## src/rtl/ss_adc_conv_ctrl.sv

```systemverilog
`default_nettype none
// ============================================================================
// Module   : ss_adc_conv_ctrl
// Brief    : Single-slope column ADC sequencer: ramp, edge capture, readout.
// Revision : 1.0
// ============================================================================
module ss_adc_conv_ctrl #(
    parameter int NUM_PIXELS    = 5,
    parameter int RAMP_MAX      = 255,
    parameter int SETTLE_CYCLES = 4
) (
    input  logic                    clk,
    input  logic                    reset,
    input  logic                    start,
    input  logic                    abort,
    input  logic [NUM_PIXELS-1:0]   comp_out,
    output logic                    busy,
    output logic                    ramp_en,
    output logic [7:0]              count,
    output logic                    array_reset,
    output logic [NUM_PIXELS-1:0]   cap_enable,
    input  logic [NUM_PIXELS*8-1:0] stored_values,
    output logic [7:0]              rd_data,
    output logic [7:0]              rd_idx,
    output logic                    rd_valid,
    input  logic                    rd_ready,
    output logic                    done
);

    localparam int              SW          = (SETTLE_CYCLES > 1) ? $clog2(SETTLE_CYCLES) : 1;
    localparam logic [SW-1:0]   SETTLE_LAST = SW'(SETTLE_CYCLES - 1);
    localparam logic [7:0]      RAMP_LAST   = 8'(RAMP_MAX);
    localparam logic [7:0]      LAST_IDX    = 8'(NUM_PIXELS - 1);

    typedef enum logic [2:0] {
        ST_IDLE    = 3'd0,
        ST_CLEAR   = 3'd1,
        ST_SETTLE  = 3'd2,
        ST_RAMP    = 3'd3,
        ST_READOUT = 3'd4,
        ST_DONE    = 3'd5
    } state_t;

    state_t                  state_q, state_d;
    logic [NUM_PIXELS-1:0]   sync1_q, sync1_d;
    logic [NUM_PIXELS-1:0]   sync_q, sync_d;
    logic [NUM_PIXELS-1:0]   prev_q, prev_d;
    logic [NUM_PIXELS-1:0]   fired_q, fired_d;
    logic [SW-1:0]           settle_cnt_q, settle_cnt_d;
    logic [7:0]              count_q, count_d;
    logic                    busy_q, busy_d;
    logic                    ramp_en_q, ramp_en_d;
    logic                    array_reset_q, array_reset_d;
    logic [7:0]              rd_data_q, rd_data_d;
    logic [7:0]              rd_idx_q, rd_idx_d;
    logic                    rd_valid_q, rd_valid_d;
    logic                    done_q, done_d;
    logic                    rd_load;
    logic [7:0]              rd_sel;

    always_comb begin
        state_d      = state_q;
        sync1_d      = comp_out;
        sync_d       = sync1_q;
        prev_d       = sync_q;
        settle_cnt_d = settle_cnt_q;
        rd_data_d    = rd_data_q;
        rd_idx_d     = rd_idx_q;
        rd_valid_d   = rd_valid_q;
        rd_load      = 1'b0;
        rd_sel       = rd_idx_q;

        // First rising edge per pixel, plus forced capture of unfired pixels at full scale.
        cap_enable = '0;
        if (state_q == ST_RAMP) begin
            cap_enable = sync_q & ~prev_q & ~fired_q;
            if (count_q == RAMP_LAST) begin
                cap_enable = cap_enable | ~fired_q;
            end
        end
        fired_d = fired_q | cap_enable;

        case (state_q)
            ST_IDLE: begin
                if (start) begin
                    state_d = ST_CLEAR;
                end
            end
            ST_CLEAR: begin
                fired_d      = '0;
                settle_cnt_d = '0;
                rd_idx_d     = '0;
                rd_data_d    = '0;
                state_d      = ST_SETTLE;
            end
            ST_SETTLE: begin
                if (settle_cnt_q == SETTLE_LAST) begin
                    state_d = ST_RAMP;
                    prev_d  = '0;
                end else begin
                    settle_cnt_d = settle_cnt_q + 1'b1;
                end
            end
            ST_RAMP: begin
                if (count_q == RAMP_LAST) begin
                    state_d = ST_READOUT;
                end
            end
            ST_READOUT: begin
                if (!rd_valid_q) begin
                    rd_valid_d = 1'b1;
                    rd_load    = 1'b1;
                end else if (rd_ready) begin
                    if (rd_idx_q == LAST_IDX) begin
                        rd_valid_d = 1'b0;
                        state_d    = ST_DONE;
                    end else begin
                        rd_idx_d = rd_idx_q + 1'b1;
                        rd_sel   = rd_idx_q + 1'b1;
                        rd_load  = 1'b1;
                    end
                end
            end
            ST_DONE: begin
                state_d = ST_IDLE;
            end
            default: begin
                state_d = ST_IDLE;
            end
        endcase

        if (rd_load) begin
            for (int i = 0; i < NUM_PIXELS; i++) begin
                if (rd_sel == 8'(i)) begin
                    rd_data_d = stored_values[i*8 +: 8];
                end
            end
        end

        if (abort && (state_q != ST_IDLE)) begin
            state_d      = ST_IDLE;
            fired_d      = '0;
            settle_cnt_d = '0;
            rd_valid_d   = 1'b0;
            rd_idx_d     = '0;
            rd_data_d    = '0;
        end

        // Outputs are registered from the next state so they align with the state they describe.
        busy_d        = (state_d != ST_IDLE);
        ramp_en_d     = (state_d == ST_RAMP);
        array_reset_d = (state_d == ST_CLEAR);
        done_d        = (state_d == ST_DONE);
        if ((state_q == ST_RAMP) && (state_d == ST_RAMP)) begin
            count_d = count_q + 1'b1;
        end else if ((state_d == ST_READOUT) || (state_d == ST_DONE)) begin
            count_d = count_q;
        end else begin
            count_d = '0;
        end
    end

    always_ff @(posedge clk) begin
        if (reset) begin
            state_q       <= ST_IDLE;
            sync1_q       <= '0;
            sync_q        <= '0;
            prev_q        <= '0;
            fired_q       <= '0;
            settle_cnt_q  <= '0;
            count_q       <= '0;
            busy_q        <= 1'b0;
            ramp_en_q     <= 1'b0;
            array_reset_q <= 1'b0;
            rd_data_q     <= '0;
            rd_idx_q      <= '0;
            rd_valid_q    <= 1'b0;
            done_q        <= 1'b0;
        end else begin
            state_q       <= state_d;
            sync1_q       <= sync1_d;
            sync_q        <= sync_d;
            prev_q        <= prev_d;
            fired_q       <= fired_d;
            settle_cnt_q  <= settle_cnt_d;
            count_q       <= count_d;
            busy_q        <= busy_d;
            ramp_en_q     <= ramp_en_d;
            array_reset_q <= array_reset_d;
            rd_data_q     <= rd_data_d;
            rd_idx_q      <= rd_idx_d;
            rd_valid_q    <= rd_valid_d;
            done_q        <= done_d;
        end
    end

    assign busy        = busy_q;
    assign ramp_en     = ramp_en_q;
    assign count       = count_q;
    assign array_reset = array_reset_q;
    assign rd_data     = rd_data_q;
    assign rd_idx      = rd_idx_q;
    assign rd_valid    = rd_valid_q;
    assign done        = done_q;

endmodule
`default_nettype wire

```

## config.mk

```make
export PLATFORM = sky130hd
export DESIGN_NAME = ss_adc_conv_ctrl
export DESIGN_NICKNAME = d
export VERILOG_FILES = /design/src/rtl/ss_adc_conv_ctrl.sv
export SDC_FILE = /design/constraint.sdc
export NUM_CORES = 1
export LEC_CHECK = 0
export ABC_AREA = 1
export BUFFER_PORTS_ARGS = -buffer_cell sky130_fd_sc_hd__buf_2
export CORE_ASPECT_RATIO = 1.1
export CORE_MARGIN = 2
export CORE_UTILIZATION = 30
export DETAILED_ROUTE_END_ITERATION = 8
export SKIP_CTS_REPAIR_TIMING = 1
export SYNTH_ARGS = -nofsm -noshare
export SYNTH_HDL_FRONTEND = slang
export SYNTH_SLANG_ARGS = --single-unit
```

## constraint.sdc

```tcl
create_clock -name clk -period 5.5 [get_ports clk]
set_input_delay 0.825 -clock clk [delete_from_list [all_inputs] [get_ports clk]]
set_output_delay 0.825 -clock clk [all_outputs]
set_load 0.05 [all_outputs]
```

* Yosys cells after proc, flatten, opt, wreduce, memory -nomap -nowiden
Index checks and enable logic that the tools add are counted.
** Word-level totals
- Register bits after elaboration :: 54
- Input bits :: 50
- Output and inout bits :: 34
- Logic and storage cells :: 86
** Cells by class
- Add/subtract/negate cells :: 3
- Equality and inequality tests :: 17
- Muxes and demuxes :: 34
- Bitwise logic cells :: 6
- Reductions and logical operators :: 12
** Operators by type and width (number)
- $mux 8 :: 13
- $mux 3 :: 7
- $mux 5 :: 4
- $add 8x1->8 const B :: 2
- $eq 8x2->1 const B :: 2
- $eq 8x3->1 const B :: 2
- $pmux 8 s2 :: 1
- $pmux 3 s5 :: 1
- $and 5x5->5 :: 2
- $not 5->5 :: 2
- $or 5x5->5 :: 2
- $eq 3x2->1 const B :: 3
- $eq 3x3->1 const B :: 3
- $eq 8x1->1 const B :: 1
- $eq 8x8->1 const B :: 1
- $logic_not 8->1 :: 1
- $eq 3x1->1 const B :: 2
- $mux 1 :: 6
- $reduce_bool 3->1 :: 2
- $ne 2x2->1 const B :: 2
- $pmux 2 s2 :: 1
- $reduce_bool 2->1 :: 2
- $logic_not 3->1 :: 1
- $reduce_or 3->1 :: 1
- other kinds (7) :: 8

* Longest topological paths before layout
- Depth in word-level cells :: 12
- Mapped depth :: 17
- Gate-level depth less buffers :: 17

* Worst setup path after synthesis
OpenSTA, ideal clock, no wires.
- Path kind :: register to output
- From :: register count_q[0], in the netlist count[0]
- To :: output port cap_enable[0]
- Arrival :: 2.270 ns
- Required time :: 4.675 ns
- Setup slack :: 2.405 ns
- Stages on the path, launching flop included :: 10
- Path buffers :: 0
- Path through :: dfxtp_1 ha_1 nand3_1 inv_1 nand3_1 inv_1 nand3_1 o21ai_0 nand2_1 nor2_1
** Between the ends
- Longest elaborated chain between the ends :: 3
** RTL lines
- start: declaration :: RTL line 50 : logic [7:0] count_q, count_d;
- start signal: assignment :: RTL line 186 : count_q <= count_d;
- $eq 8x8->1 :: RTL line 77 : if (count_q == RAMP_LAST) begin
- $mux 5 :: RTL line 77
- $mux 5 :: RTL line 75 : if (state_q == ST_RAMP) begin
- end: declaration :: RTL line 21 : output logic [NUM_PIXELS-1:0] cap_enable,
No other way between the ends.

* Worst setup path after layout
- From :: register state_q[1]
- To :: register rd_data_q[3], in the netlist rd_data[3]
** Between the ends
- Longest elaborated chain between the ends :: 9
- Elaborated cells on any way between the ends :: 19
- Those cells by class :: eq/ne (6); mux (9); reduce/logical (4)
** RTL lines
- start: declaration :: RTL line 44 : state_t state_q, state_d;
- start signal: assignment :: RTL line 180 : state_q <= state_d;
- $eq 3x3->1 :: RTL line 83 : case (state_q)
- $mux 8 :: RTL line 83
- $logic_not 8->1 :: RTL line 134 : if (rd_sel == 8'(i)) begin
- $mux 8 (5 in series) :: RTL line 134
- $mux 8 :: RTL line 132 : if (rd_load) begin
- end signal: assignment :: RTL line 190 : rd_data_q <= rd_data_d;
- end: declaration :: RTL line 54 : logic [7:0] rd_data_q, rd_data_d;
Several ways; a longest one is shown, not always the timed one.
A chain may end at the register's enable or synchronous reset.

==> impl_metrics.ini <==
[synthesis]
netlist_instances = 485
yosys.area_share.adder_pct = 1.55
synth-warning-count = 0
yosysTopAreaCellShare_pct = 33.4
synth_top_family_by_area = simple AND/OR/NAND/NOR gates
synth-xor-area-share_pct = 1.35
synth-edff-count = 0
synth-seq-cells = 54
synthesis.area_sq_um = 3240
ys.flop_type = dfxtp_1
ys_seq_area_share_pct = 33.4
synth-simple-area-share_pct = 37.8
synth_top_cell_by_area = dfxtp_1
async_reset_ff_share_pct = 0
synth.area.top_cells = dfxtp_1 (33%), nand2_1 (13%), inv_1 (9.3%)
syn_nets = 539
ys_types = 34
synthMuxAreaShare_pct = 0
syn_avg_cell_area_sq_um = 6.68
synth_compound_gate_area_share_pct = 14.3

[detailed_routing]
drt.antenna.violating_nets = 0
wl_per_cell_um = 11.5
drc = 0
routed_wl_mm = 8.20
num_vias = 3213
dr.pass1.iters = 4
routed_via_density = 4.52
drtIter0Drc = 108

[worst_setup_path]
cp_max_fo = 16
reg2reg_slack_ns = 2.53
r2r_cells = 11
rr_startpoint = state_q[1]
cp.required_ns = 5.72
reg2reg_to = rd_data[3]
crit_arrival_ns = 3.19
crit_path_end_kind = flip-flop
crit_type = reg -> reg
start_kind = flip-flop

[sta]
period_share_pct = 54.0
report.final.slew_viol_count = 0
worst_pin_slew_ns = 1.08
max_freq_mhz = 337
finalSetupViolations = 0
slew_headroom_pct = 27.9
layout_min_cycle_time_ns = 2.97
hold_viol = 0
tns_ns = 0
fin_worst_skew_ns = 0.00575
rsz0062_at_grt = no

[clock_network]
clk_pin_slew_ns = 0.07
numClockSinks = 54
cts_buffers = 5
clkLatencyLatePin_ns = 0.29
h-tree-depth = 2
cts-root-buf = clkbuf_16
clockBufferDepth = 2
cts_tree = done

[pwr]
p_per_area_nw_per_um2 = 212
swShare_pct = 23.3
irDropWorstVdd_v = 0.000109
power_frac_comb_pct = 9.3
p_leak_nw = 2.20
p_int_uw = 643
clkPwrFrac_pct = 42.4
switchingPower_uw = 195
seqPwrFrac_pct = 48.2

[global_routing]
grt_use_total_pct = 14.1
grt_max_degree = 24
grt_pass1_vias = 3017
antenna_found_initial = 0
grt_overflow = 0
grt_pass1_wl_mm = 13.5

[min_path]
min_to = sync_q[3]
hold_start = sync1_q[3]
hp-class = reg -> reg
holdPathStages = 2

[placement]
hpwlAfterDp_mm = 6.50
placed_cell_area_sq_um = 3780
portBuffers = 83
place.gp.congestion = 0.894

[cells_and_area]
drive_gt1_share_pct = 24.3
area_growth_pct = 22.0
post-route-cell-area_sq_um = 3950
mostFrequentLayoutCells = nand2_1 (108), buf_2 (83), inv_1 (80)
final_common_cell = nand2_1
antenna_cells = 0
layout.nets = 621

[run]
drv_cap = 0

[floorplan]
rows = 39
start_util_pct = 31.0
die-area_sq_um = 11600
die_h_um = 113
ios = 84
fp.dieW_um = 103
design.core.area_sq_um = 10400

[outcome]
status = finished, final reports clean
synth_stat cells, types with 2 or more instances:
| cell | n |
|---|---|
| or2_2 | 2 |
| nor2_1 | 57 |
| nor2_8 | 2 |
| o21bai_1 | 8 |
| a21oi_2 | 11 |
| nand2_1 | 108 |
| o21ai_0 | 22 |
| o21ai_2 | 3 |
| dfxtp_1 | 54 |
| buf_4 | 2 |
| ha_1 | 4 |
| xor2_1 | 4 |
| nor2_4 | 5 |
| nand3_1 | 33 |
| inv_1 | 80 |
| buf_2 | 2 |
| nand2_2 | 6 |
| nand2_4 | 4 |
| clkbuf_1 | 3 |
| nand3b_1 | 3 |
| nor3_1 | 11 |
| nand3_2 | 8 |
| inv_2 | 5 |
| nand4_1 | 11 |
| a21oi_1 | 28 |
sequential cells by signal (all words and copies together) (netlist names):
register      flops
done              1
count             8
array_reset       1
settle_cnt_q      2
busy              1
sync1_q           5
prev_q            5
fired_q           5
state_q           3
ramp_en           1
sync_q            5
rd_idx            8
rd_data           8
rd_valid          1
critical path, stage by stage, from the launching register on:
cell and delay [ns]:
dfxtp_1 0.34, nor2_1 0.15, nand2_1 0.28, inv_2 0.28, o21ai_2 0.09, inv_1 0.34, nand3_2 0.31, nor4_4 0.73
nand2_1 0.11, nand2_1 0.09, inv_1 0.06, a21oi_2 0.12
worst max path at each step:
stage	from	end	slack, ns	cells past startpoint
final	state_q[1]	rd_data[3]	2.53	11
after CTS	state_q[1]	rd_data[3]	2.50	11
after global placement	rd_ready	rd_data[2]	2.41	12
after detailed placement	rd_ready	rd_data[3]	2.27	12
after global routing	state_q[1]	rd_data[5]	2.21	11
after floorplan	count[0]	cap_enable[0]	2.41	9
final cells by class:
| type | count | area, sq um |
|---|---|---|
| fillers | 1152 | 6490 |
| multi-input cells | 336 | 1780 |
| flip-flops and latches | 54 | 1080 |
| repair buffers | 83 | 415 |
| inverters | 87 | 329 |
| well taps | 143 | 179 |
| clock buffers | 6 | 129 |
| clock inverters | 2 | 37.5 |
stage by stage:
stage / worst slack, ns / power [mW] / util [%] / hold WS, ns / std cells
after floorplan: 2.41 / 0.458 / - / 0.388 / 485
after global placement: 2.41 / 0.491 / 36.2 / 0.389 / 703
after detailed placement: 2.27 / 0.491 / 36.2 / 0.392 / 703
after CTS: 2.50 / 0.850 / 37.8 / 0.402 / 711
after global routing: 2.21 / 0.875 / 37.8 / 0.417 / 711
final: 2.53 / 0.837 / 37.8 / 0.400 / 711
power groups by stage:
stage,Clock (mW),Combinational (mW),Sequential (mW)
after detailed placement,0,0.0783,0.413
after global placement,0,0.0780,0.413
after global routing,0.382,0.0884,0.405
final,0.355,0.0782,0.404
after CTS,0.368,0.0786,0.404
after floorplan,0,0.0383,0.420
layer usage:
metal / part of all wire [%] / routed length (um) / track usage [%] / up-vias
met5: 0 / 0 / 0 / -
met4: 1.0 / 85 / 3.33 / 0
met3: 5.8 / 474 / 2.29 / 9
met2: 47 / 3880 / 24.5 / 85
met1: 46 / 3760 / 18.1 / 1424
li1: - / - / - / 1695
logic make-up (layout without fill, tap and decap cells):
kind of cell    Yosys count  after routing
fa+ha+maj                 4              4
compound gates           76             76
flops                    54             54
buf+inv                  95            178
simple gates            251            251
xor+xnor                  5              5
Note: power is estimated with default switching activity, not from simulation.
